[src/rtl/timer_clint.sv]
// Machine timer (CLINT-style): prescaled 64-bit mtime, mtimecmp compare and a
// single-cycle-response memory port. Registers are reached through mem_addr[4:2].
//   state    | meaning
//   ST_IDLE  | ready to accept a request
//   ST_RESP  | mem_ready/mem_rdata presented for exactly one cycle
module timer_clint #(
   parameter int unsigned TIM_DIV = 1
) (
   input  logic        clk,
   input  logic        rst,
   input  logic        mem_valid,
   input  logic [31:0] mem_addr,
   input  logic [31:0] mem_wdata,
   input  logic [3:0]  mem_wstrb,
   output logic [31:0] mem_rdata,
   output logic        mem_ready,
   output logic        timer_irpt
);

   typedef enum logic {ST_IDLE, ST_RESP} state_e;

   localparam logic [15:0] PRESC_LAST = 16'(TIM_DIV - 1);

   state_e      state_q, state_d;
   logic [63:0] mtime_q, mtime_d;
   logic [63:0] mtimecmp_q, mtimecmp_d;
   logic        ctrl_en_q, ctrl_en_d;
   logic [15:0] presc_q, presc_d;
   logic [31:0] rdata_q, rdata_d;
   logic        irpt_q, irpt_d;

   logic        accept;
   logic        wr_en;
   logic        tick;
   logic [2:0]  offset;
   logic [31:0] reg_rd;
   logic [31:0] wr_val;
   logic        unused_addr;

   function automatic logic [31:0] merge_bytes(input logic [31:0] old_v,
                                               input logic [31:0] new_v,
                                               input logic [3:0]  strb);
      logic [31:0] r;
      r = old_v;
      for (int b = 0; b < 4; b++) begin
         if (strb[b]) r[8*b +: 8] = new_v[8*b +: 8];
      end
      return r;
   endfunction

   assign unused_addr = ^{mem_addr[31:5], mem_addr[1:0]};

   assign accept = mem_valid && (state_q == ST_IDLE);
   assign wr_en  = accept && (mem_wstrb != 4'b0000);
   assign offset = mem_addr[4:2];
   assign tick   = ctrl_en_q && (presc_q == PRESC_LAST);

   always_comb begin
      reg_rd = '0;
      case (offset)
         3'd0:    reg_rd = mtime_q[31:0];
         3'd1:    reg_rd = mtime_q[63:32];
         3'd2:    reg_rd = mtimecmp_q[31:0];
         3'd3:    reg_rd = mtimecmp_q[63:32];
         3'd4:    reg_rd = {31'b0, ctrl_en_q};
         default: reg_rd = '0;
      endcase
   end

   assign wr_val = merge_bytes(reg_rd, mem_wdata, mem_wstrb);

   always_comb begin
      state_d    = accept ? ST_RESP : ST_IDLE;
      presc_d    = presc_q;
      if (ctrl_en_q) presc_d = tick ? 16'd0 : presc_q + 16'd1;
      mtime_d    = tick ? mtime_q + 64'd1 : mtime_q;
      mtimecmp_d = mtimecmp_q;
      ctrl_en_d  = ctrl_en_q;
      rdata_d    = '0;
      if (accept && !wr_en) rdata_d = reg_rd;
      // a bus write to either mtime half overrides that cycle's increment
      if (wr_en) begin
         case (offset)
            3'd0:    mtime_d = {mtime_q[63:32], wr_val};
            3'd1:    mtime_d = {wr_val, mtime_q[31:0]};
            3'd2:    mtimecmp_d[31:0]  = wr_val;
            3'd3:    mtimecmp_d[63:32] = wr_val;
            3'd4:    ctrl_en_d = wr_val[0];
            default: ;
         endcase
      end
      irpt_d = (mtime_q >= mtimecmp_q);
   end

   always_ff @(posedge clk or posedge rst) begin
      if (rst) begin
         state_q    <= ST_IDLE;
         mtime_q    <= '0;
         mtimecmp_q <= '1;
         ctrl_en_q  <= 1'b1;
         presc_q    <= '0;
         rdata_q    <= '0;
         irpt_q     <= 1'b0;
      end else begin
         state_q    <= state_d;
         mtime_q    <= mtime_d;
         mtimecmp_q <= mtimecmp_d;
         ctrl_en_q  <= ctrl_en_d;
         presc_q    <= presc_d;
         rdata_q    <= rdata_d;
         irpt_q     <= irpt_d;
      end
   end

   assign mem_ready  = (state_q == ST_RESP);
   assign mem_rdata  = rdata_q;
   assign timer_irpt = irpt_q;

endmodule
[config.mk]
export PLATFORM = sky130hd
export DESIGN_NAME = timer_clint
export DESIGN_NICKNAME = d
export VERILOG_FILES = /design/src/rtl/timer_clint.sv
export SDC_FILE = /design/constraint.sdc
export NUM_CORES = 1
export LEC_CHECK = 0
export CORE_ASPECT_RATIO = 0.8
export CORE_MARGIN = 8
export CORE_UTILIZATION = 45
export CTS_BUF_LIST = sky130_fd_sc_hd__clkbuf_2 sky130_fd_sc_hd__clkbuf_4 sky130_fd_sc_hd__clkbuf_8
export DETAILED_ROUTE_END_ITERATION = 8
export GPL_TIMING_DRIVEN = 1
export PLACE_DENSITY = 0.68
export SLEW_MARGIN = 20
export SYNTH_ARGS = -nofsm -noshare
export SYNTH_HDL_FRONTEND = slang
export SYNTH_SLANG_ARGS = --single-unit
[constraint.sdc]
create_clock -name clk -period 6 [get_ports clk]
set_input_delay 0.9 -clock clk [delete_from_list [all_inputs] [get_ports clk]]
set_output_delay 0.9 -clock clk [all_outputs]
set_load 0.02 [all_outputs]
Yosys cells after proc, flatten, opt, wreduce, memory -nomap -nowiden
Cells that the tools add are included.
Operators by class
  equality and inequality tests: 6
  bitwise logic cells: 1
  shifts and indexed selects: 0
  div/mod/pow operators: 0
  $add $sub $neg: 2
  muxes and demuxes: 11
  multipliers: 0
  reduce and logical (&&, ||, !) cells: 11
  $lt $le $gt $ge: 1
Operator list (number)
  case mux 32 bit (5 select lines): 1
  2-to-1 mux 64 bit: 2
  case mux 64 bit (2 select lines): 1
  adder 64 x 1 -> 64 bit (second input constant): 1
  greater-or-equal comparator 64 bit: 1
  2-to-1 mux 32 bit: 1
  2-to-1 mux 8 bit: 4
  adder 16 x 1 -> 16 bit (second input constant): 1
  zero test 16 bit: 1
  2-to-1 mux 16 bit: 1
  == test 3 x 2 -> 1 bit (second input constant): 2
  AND reduction 2 bit: 3
  logical AND 1 bit: 4
  inequality test 2 bit (second input constant): 2
  nonzero test 4 bit: 1
  == test 3 x 1 -> 1 bit (second input constant): 1
  == test 3 bit (second input constant): 1
  zero test 3 bit: 1
  zero test 1 bit: 1
  2-to-1 mux 1 bit: 1
  inverter 1 bit: 1
Word-level totals
  memories: 0
  bits of input ports: 71
  latch bits: 0
  memory bits (writable): 0
  flip-flop bits (word level): 179
  memory bits (read-only): 0
  output and inout bits: 34

Depth between registers and ports, before layout
Gate-level depths: netlist (run 1).
  word-level depth: 6
  gate-level depth with buffers: 9
  depth with buffers taken out: 8

Worst setup path before layout (run 1)
Ideal clock, no wire load.
  kind: input port to flip-flop
  start point: input port mem_valid
  end point: register mtime_q[35]
  data required time: 5852 ps
  data arrival time: 2754 ps
  slack: 3098 ps
  stages on the path: 7
  setup time: 148 ps
  cells stage by stage: or2b_2 -> nor4_4 -> and2_1 -> clkbuf_1 -> buf_1 -> clkbuf_1 -> a221oi_1
On the way
  word-level cells in the longest chain between the ends: 3
  elaborated cells on any way between the ends: 4
  classes of those cells: eq/ne: 1; mux: 1; reduce/logical: 2
RTL lines
  from (decl): RTL line 11  | input logic mem_valid,
  logical AND 1 bit (*): RTL line 53  | assign accept = mem_valid && (state_q == ST_IDLE);
  logical AND 1 bit (*): RTL line 54  | assign wr_en = accept && (mem_wstrb != 4'b0000);
  inequality test 2 bit (no source line) / 2-to-1 mux 64 bit (equally long branches)
  to (signal assigned): RTL line 106  | mtime_q <= mtime_d;
  to (decl): RTL line 25  | logic [63:0] mtime_q, mtime_d;
Every way passes the cells marked *; elsewhere a longest branch is shown, timed or not.
A chain may end at the register's enable or synchronous reset.

Worst setup path in the final report (run 1)
  start point: input port mem_wstrb[1]
  end point: register mtime_q[44]
On the way
  word-level cells in the longest chain between the ends: 3
  elaborated cells on any way between the ends: 6
  classes of those cells: eq/ne: 1; mux: 3; reduce/logical: 2
RTL lines
  from (decl): RTL line 14  | input logic [3:0] mem_wstrb,
  2-to-1 mux 8 bit / nonzero test 4 bit (equally long branches): RTL line 46, 54
  case mux 64 bit (2 select lines) / logical AND 1 bit (equally long branches): RTL line 83, 54
  2-to-1 mux 64 bit / inequality test 2 bit (equally long branches)
Several ways; a longest one is shown, not always the timed one.

==> results of run 1 <==
## worst reg2reg max path, cell delays in order, from the launching register on
cell	delay, ns
dfrtp_1	0.53
nand4_1	0.29
nor3_1	0.90
nand4_4	0.32
nor4_4	0.67
a21oi_1	0.14
a211o_1	0.31
## sequential cells by signal, summed over array words and instances, names as in the netlist
name and count:
ctrl_en_q 1, mem_rdata 32, mem_ready 1, mtime_q 64, mtimecmp_q 64, presc_q 16
timer_irpt 1
## path summary, 6_finish.rpt
kind	from	end	slack, ns	cells after the start
worst max register to register	mtime_q[3]	mtime_q[58]	2.73	6
min in group asynchronous	rst	mem_rdata[4]	0.95	2
worst max-delay path	mem_wstrb[1]	mtime_q[44]	2.36	9
worst min-delay path	presc_q[15]	presc_q[15]	0.48	1
max in group asynchronous	rst	mtimecmp_q[12]	4.01	3
worst min register to register	presc_q[15]	presc_q[15]	0.48	1
## synthesized netlist by cell type, drive strengths merged (11+ instances only)
cell type and number:
a311oi 11, nor3 18, and2 23, clkbuf 42
xnor2 11, and3 18, nand2 75, nor4 16
inv 83, nand4 36, o211ai 13, a22oi 18
a221oi 11, dfstp 65, mux4 31, a21oi 113
nand3 33, ha 67, dfrtp 114, o21ai 20
buf 14, nor2 148, a211oi 27, nand2b 20
## stage by stage
| step | hold slack, ns | instances | worst slack [ns] |
|---|---|---|---|
| global placement | 0.462 | 1487 | 1.94 |
| floorplan | 0.443 | 1136 | 0.349 |
| CTS | 0.484 | 1520 | 2.40 |
| finish | 0.478 | 1520 | 2.36 |
| detailed placement | 0.468 | 1488 | 1.90 |
| global route | 0.504 | 1520 | 2.15 |
## power by group through the flow
stage	sequential, mW	combinational, mW	clock [mW]
2_1_floorplan	1.77	0.985	0
4_1_cts	1.89	1.30	1.00
5_1_grt	1.94	1.47	1.04
6_report	1.90	1.31	0.988
3_5_place_dp	1.91	1.29	0
3_3_place_gp	1.89	1.24	0
## layout make-up
cell class              count  area (um^2)  share of cell area (%)
clock buffers              18          248                    1.99
clock inverters            14          221                    1.78
inverters                  83          319                    2.56
multi-input cells         817         5820                    46.8
flip-flops and latches    179         4560                    36.7
well taps                 318          398                    3.20
repair buffers             91          873                    7.02
## cells by family after synthesis
| logic type | count (synthesis) | synth area share, % |
|---|---|---|
| multiplexers | 42 | 7.49 |
| buffers and inverters | 140 | 5.18 |
| AND/OR/NAND/NOR | 418 | 20.1 |
| adder cells (fa/ha/maj) | 67 | 7.66 |
| flip-flops | 179 | 41.7 |
| AO/OA/AOI/OAI | 274 | 16.6 |
| XOR/XNOR | 16 | 1.28 |
## layer usage
metal  wire, um  vias to the layer above
met5         15                        -
met4        500                        2
met3       2510                       42
met2      13900                      375
met1      15100                     4670
li1           -                     4276
==> results by group, run 1 <==
Timing
  – Final count of hold timing violations: 0
  – Final setup TNS: 0 ns
  – Final Skew: 0.0164 ns
  – Unrepaired setup endpoints after global routing: false
  – Slew @ Worst Pin: 1.03 ns
  – Fmax: 0.275 GHz
  – Fin crit share: 60.6%
  – Slew Viols, Final: 0
  – Slew HR: 30.8%
  – Fin crit period: 3.64 ns
  – Final setup vio count: 0

Power and ir drop
  – Worst VDD drop: 161 uV
  – Net Sw Power: 1.54 mW
  – Clock power share: 23.6%
  – Sequential share of power: 45.3%
  – Final Power: 4.20 mW
  – Leak Pwr: 5.21 nW
  – Int Pwr: 2.65 mW
  – Power density over cell area: 337 nW/um^2
  – Sw Ratio: 36.8%
  – Gate power share: 31.2%

Floorplanning
  – DIE WIDTH: 190 um
  – Site Rows: 51
  – Die height: 155 um
  – Die footprint: 29600 um^2
  – Core area: 24100 um^2
  – Initial Utilization: 45.4%
  – Io pins: 105

Clock network
  – CTS Root Cell: clkbuf_8
  – Sink Count: 179
  – Clk pin slew, worst setup/hold paths: 0.10 ns
  – Post_cts resized: 0
  – Cts bufs inserted: 17
  – Max clock buf depth: 2
  – CTS tree: yes
  – Worst-Skew Late Latency: 0.48 ns
  – H-tree Lvls: 4
  – CTS Hold Bufs: 0
  – Setup Buffers After CTS: 0

Critical path
  – Crit path largest cell delay: 1.00 ns
  – Worst EP required: 6.40 ns
  – Critical Path AT: 4.04 ns
  – Delay-heaviest family, CP: buffers and inverters
  – Sum of buffers and inverters on the critical path: 3
  – Worst path cell trace: clkdlybuf4s50_1 -> nor4_4 -> nor4_4 -> buf_4 -> and2_1 -> buf_4 -> nor2_1 -> mux2_2 -> a21oi_1
  – Highest-delay cell along the critical path: clkdlybuf4s50_1
  – CP Capture Type: register
  – Max Fanout on Critical Path: 25
  – Crit Path Category: input pin to register
  – Worst Setup Start Kind: input pin

Global route
  – GRT met3 Usage: 4.03%
  – Vias in the first global route: 9006
  – First-pass GRT wire length: 51600 um
  – Initial antenna violation count: 1
  – Busiest layer in global routing: met1
  – Grt met2 use: 32.2%
  – M1 GR Usage: 32.8%
  – Grt ovf: 0
  – All-layer global routing usage: 22.0%
  – Pin count of the biggest net entering global routing: 109

Layout
  – Leading cell type in the layout, fill and taps excluded: nor2_1
  – Fill cell count: 2209
  – Share of cells above drive strength 1: 15.6%
  – Finished Cell Area: 12400 um^2
  – Layout area overhead: 13.7%
  – Inserted Diodes: 0
  – Most frequent cells in the layout: 146 x nor2_1, 114 x dfrtp_1, 113 x a21oi_1
  – Core Util, Final: 51.6%
  – Fin nets: 1327

Routing
  – Initial DRT Pass Iterations: 5
  – Final ANT Viol Nets: 0
  – Via count: 9365
  – Total wire length: 32000 um
  – Starting DRT DRC Count: 1010
  – Post-route DRC: 0
  – Via density per instance: 6.16
  – Post-DR wirelength/cell: 21.1 um

Yosys
  – Ys async rst share: 100%
  – Ys flop type: dfrtp_1
  – Sequential cell area fraction in the yosys report: 41.7%
  – YS warnings: 0
  – Syn_area_per_cell: 9.63 um^2
  – Syn nets: 1274
  – Post-synth cell types: 74
  – Post-synth EDFFs: 0
  – Mapped Cells: 1136
  – Synth top area share: 26.1%
  – Yosys top cell by area: dfrtp_1
  – Mapped Area: 10900 um^2
  – Number of synthesized register bits: 179
  – Top post-synthesis cells by area: dfrtp_1 26%, dfstp_2 16%, ha_1 7.7%

Place
  – IO Port Bufs: 75
  – Final RePlAce weighted congestion: 0.899
  – HPWL after DPL: 23100 um
  – Post-DP Area: 12000 um^2

Status
  – Outcome: finished, final reports clean

Run
  – Number of max-cap violations: 0

Worst hold path
  – HP Class: register to register
Note: power is estimated with default switching activity, not from simulation.
==> run 2, diff against run 1 <==
--- a/config.mk
+++ b/config.mk
@@ -11,7 +11,7 @@
 export CTS_BUF_LIST = sky130_fd_sc_hd__clkbuf_2 sky130_fd_sc_hd__clkbuf_4 sky130_fd_sc_hd__clkbuf_8
 export DETAILED_ROUTE_END_ITERATION = 8
 export GPL_TIMING_DRIVEN = 1
-export PLACE_DENSITY = 0.68
+export PLACE_DENSITY = 0.65
 export SLEW_MARGIN = 20
 export SYNTH_ARGS = -nofsm -noshare
 export SYNTH_HDL_FRONTEND = slang
==> constraint.sdc (replaced) <==
create_clock -name clk -period 3.4 [get_ports clk]
set_input_delay 0.51 -clock clk [delete_from_list [all_inputs] [get_ports clk]]
set_output_delay 0.51 -clock clk [all_outputs]
set_load 0.02 [all_outputs]
==> run 2 against run 1 <==
Against the previous run: sequential share of layout area shrank 0.58 points; count of clock-buffer cells in the layout is 3 higher; combinational power is 81% higher; hold slack got worse by 0.24 ns; critical path depth fell by 1; sequential power up 75%; via count is essentially flat; largest power group unchanged; largest cell class unchanged; critical path type is now register to register; core utilization increased by 0.84 points.
==> results by group, run 2 (same netlist as run 1, synthesis figures left out) <==
Power and ir drop
  – Gate power share: 32.3% (was 31.2%)
  – Clock power share: 22.2% (was 23.6%)
  – Net Sw Power: 2.76 mW (was 1.54 mW)
  – Sw Ratio: 37.7% (was 36.8%)
  – Power density over cell area: 578 nW/um^2 (was 337 nW/um^2)
  – Int Pwr: 4.56 mW (was 2.65 mW)
  – Sequential share of power: 45.5% (was 45.3%)
  – Final Power: 7.31 mW (was 4.20 mW)
  – Leak Pwr: 5.35 nW (was 5.21 nW)
  – Worst VDD drop: 257 uV (was 161 uV)

Critical path
  – FF-to-FF path depth: 8 (was 6)
  – CP Capture Type: register (unchanged)
  – Highest-delay cell along the critical path: or4b_1 (was clkdlybuf4s50_1)
  – Worst Setup Start Kind: register (was input pin)
  – Critical Path AT: 3.44 ns (was 4.04 ns)
  – Worst EP required: 3.77 ns (was 6.40 ns)
  – Worst path cell trace: inv_1 -> ha_1 -> or4b_1 -> nor4_4 -> and3_1 -> nand4_4 -> or2_0 -> o311ai_1 (was clkdlybuf4s50_1 -> nor4_4 -> nor4_4 -> buf_4 -> and2_1 -> buf_4 -> nor2_1 -> mux2_2 -> a21oi_1)
  – Flop2flop setup slack: 0.33 ns (was 2.73 ns)
  – Crit Path Category: register to register (was input pin to register)
  – Reg2reg end: mtime_q[63] (was mtime_q[58])
  – Crit path largest cell delay: 0.60 ns (was 1.00 ns)
  – Worst r2r src: presc_q[0] (was mtime_q[3])
  – Max Fanout on Critical Path: 10 (was 25)

Place
  – IO Port Bufs: 75 (unchanged)
  – HPWL after DPL: 23500 um (was 23100 um)
  – Post-DP Area: 12200 um^2 (was 12000 um^2)
  – Final RePlAce weighted congestion: 0.897 (was 0.899)
  – Pre-CTS setup slack: 0.394 ns (was 1.90 ns)

Clock network
  – H-tree Lvls: 4 (unchanged)
  – Clk pin slew, worst setup/hold paths: 0.11 ns (was 0.10 ns)
  – Cts bufs inserted: 17 (unchanged)
  – Max clock buf depth: 2 (unchanged)
  – CTS Hold Bufs: 0 (unchanged)
  – Worst-Skew Late Latency: 0.48 ns (about the same)
  – Setup Buffers After CTS: 0 (unchanged)
  – CTS tree: yes (unchanged)
  – CTS Root Cell: clkbuf_8 (unchanged)
  – Post_cts resized: 0 (unchanged)
  – Sink Count: 179 (unchanged)

Status
  – Outcome: finished, final reports clean (unchanged)

Routing
  – Initial DRT Pass Iterations: 5 (unchanged)
  – Starting DRT DRC Count: 887 (was 1010)
  – Total wire length: 32300 um (was 32000 um)
  – Post-DR wirelength/cell: 20.9 um (was 21.1 um)
  – Via count: 9368 (was 9365)
  – Via density per instance: 6.06 (was 6.16)
  – Post-route DRC: 0 (unchanged)
  – Final ANT Viol Nets: 0 (unchanged)

Global route
  – Grt ovf: 0 (unchanged)
  – M1 GR Usage: 33.1% (was 32.8%)
  – Vias in the first global route: 8894 (was 9006)
  – Grt met2 use: 31.1% (was 32.2%)
  – All-layer global routing usage: 21.8% (was 22.0%)
  – First-pass GRT wire length: 50800 um (was 51600 um)
  – Busiest layer in global routing: met1 (unchanged)
  – Pin count of the biggest net entering global routing: 148 (was 109)
  – GRT met3 Usage: 4.74% (was 4.03%)
  – Initial antenna violation count: 1 (unchanged)

Timing
  – Slew Viols, Final: 0 (unchanged)
  – Setup slack after layout: 0.332 ns (was 2.36 ns)
  – Final setup TNS: 0 ns (unchanged)
  – Final Skew: 0.0183 ns (was 0.0164 ns)
  – Unrepaired setup endpoints after global routing: false (unchanged)
  – Fin crit share: 90.2%
  – Hold WS: 0.243 ns (was 0.478 ns)
  – Final setup vio count: 0 (unchanged)
  – Final count of hold timing violations: 0 (unchanged)
  – Slew HR: 41.6% (was 30.8%)
  – Slew @ Worst Pin: 0.875 ns (was 1.03 ns)
  – Fin crit period: 3.07 ns
  – Fmax: 0.326 GHz

Floorplanning
  – DIE WIDTH: 190 um (unchanged)
  – Initial Utilization: 45.4% (unchanged)
  – Site Rows: 51 (unchanged)
  – Io pins: 105 (unchanged)
  – Die footprint: 29600 um^2 (unchanged)
  – Core area: 24100 um^2 (unchanged)
  – Die height: 155 um (unchanged)

Layout
  – Inserted Diodes: 0 (unchanged)
  – Fin nets: 1353 (was 1327)
  – Layout area overhead: 15.5% (was 13.7%)
  – Finished Cell Area: 12600 um^2 (was 12400 um^2)
  – Fill cell count: 2237 (was 2209)
  – Leading cell type in the layout, fill and taps excluded: nor2_1 (unchanged)
  – Most frequent cells in the layout: 146 x nor2_1, 114 x dfrtp_1, 113 x a21oi_1 (unchanged)
  – Share of cells above drive strength 1: 17.3% (was 15.6%)

Run
  – Number of max-cap violations: 0 (unchanged)

Worst hold path
  – HP Class: input pin to asynchronous set/reset pin (was register to register)
run 2: metal layers:
layer | part of all wire (%) | vias to the layer above
met2 | 42 | 340
li1 | - | 4331
met1 | 48 | 4662
met3 | 8.2 | 33
met5 | 0.028 | -
met4 | 1.2 | 2
run 2: power groups by stage:
stage	sequential, mW	combinational, mW	clock, mW
3_3_place_gp	3.32	2.26	0
6_report	3.33	2.37	1.62
3_5_place_dp	3.34	2.33	0
4_1_cts	3.31	2.35	1.65
5_1_grt	3.40	2.65	1.73
2_1_floorplan	3.13	1.74	0
run 2: worst max path at each step:
stage	start	endpoint	slack [ns]
6_report	presc_q[0]	mtime_q[63]	0.33
5_1_grt	presc_q[0]	mtime_q[63]	0.20
4_1_cts	presc_q[0]	mtime_q[63]	0.39
3_5_place_dp	mem_wstrb[1]	mtime_q[9]	0.39
3_3_place_gp	mem_wstrb[1]	mtime_q[9]	0.45
2_1_floorplan	rst	mem_rdata[0]	0.65
run 2: layout make-up:
cell class	instances	area, um^2	area share, %
multi-input combinational	817	5820	46.0
clock buffer	21	289	2.29
inverter	83	315	2.49
timing repair buffer	117	1120	8.85
tap	318	398	3.15
sequential	179	4560	36.1
clock inverter	11	140	1.11
run 2: critical path: cells and delay by family (launching register included):
kind / cells / cell delay (ns)
AO/OA/AOI/OAI: 1 / 0.28
adder cells (fa/ha/maj): 1 / 0.15
buffers and inverters: 1 / 0.11
flip-flops: 1 / 0.44
AND/OR/NAND/NOR: 5 / 1.96
run 2: per-stage QoR:
step | cells | util [%]
floorplan | 1136 | -
global placement | 1514 | 50.6
detailed placement | 1514 | 50.6
CTS | 1546 | 52.4
global route | 1546 | 52.4
finish | 1546 | 52.4
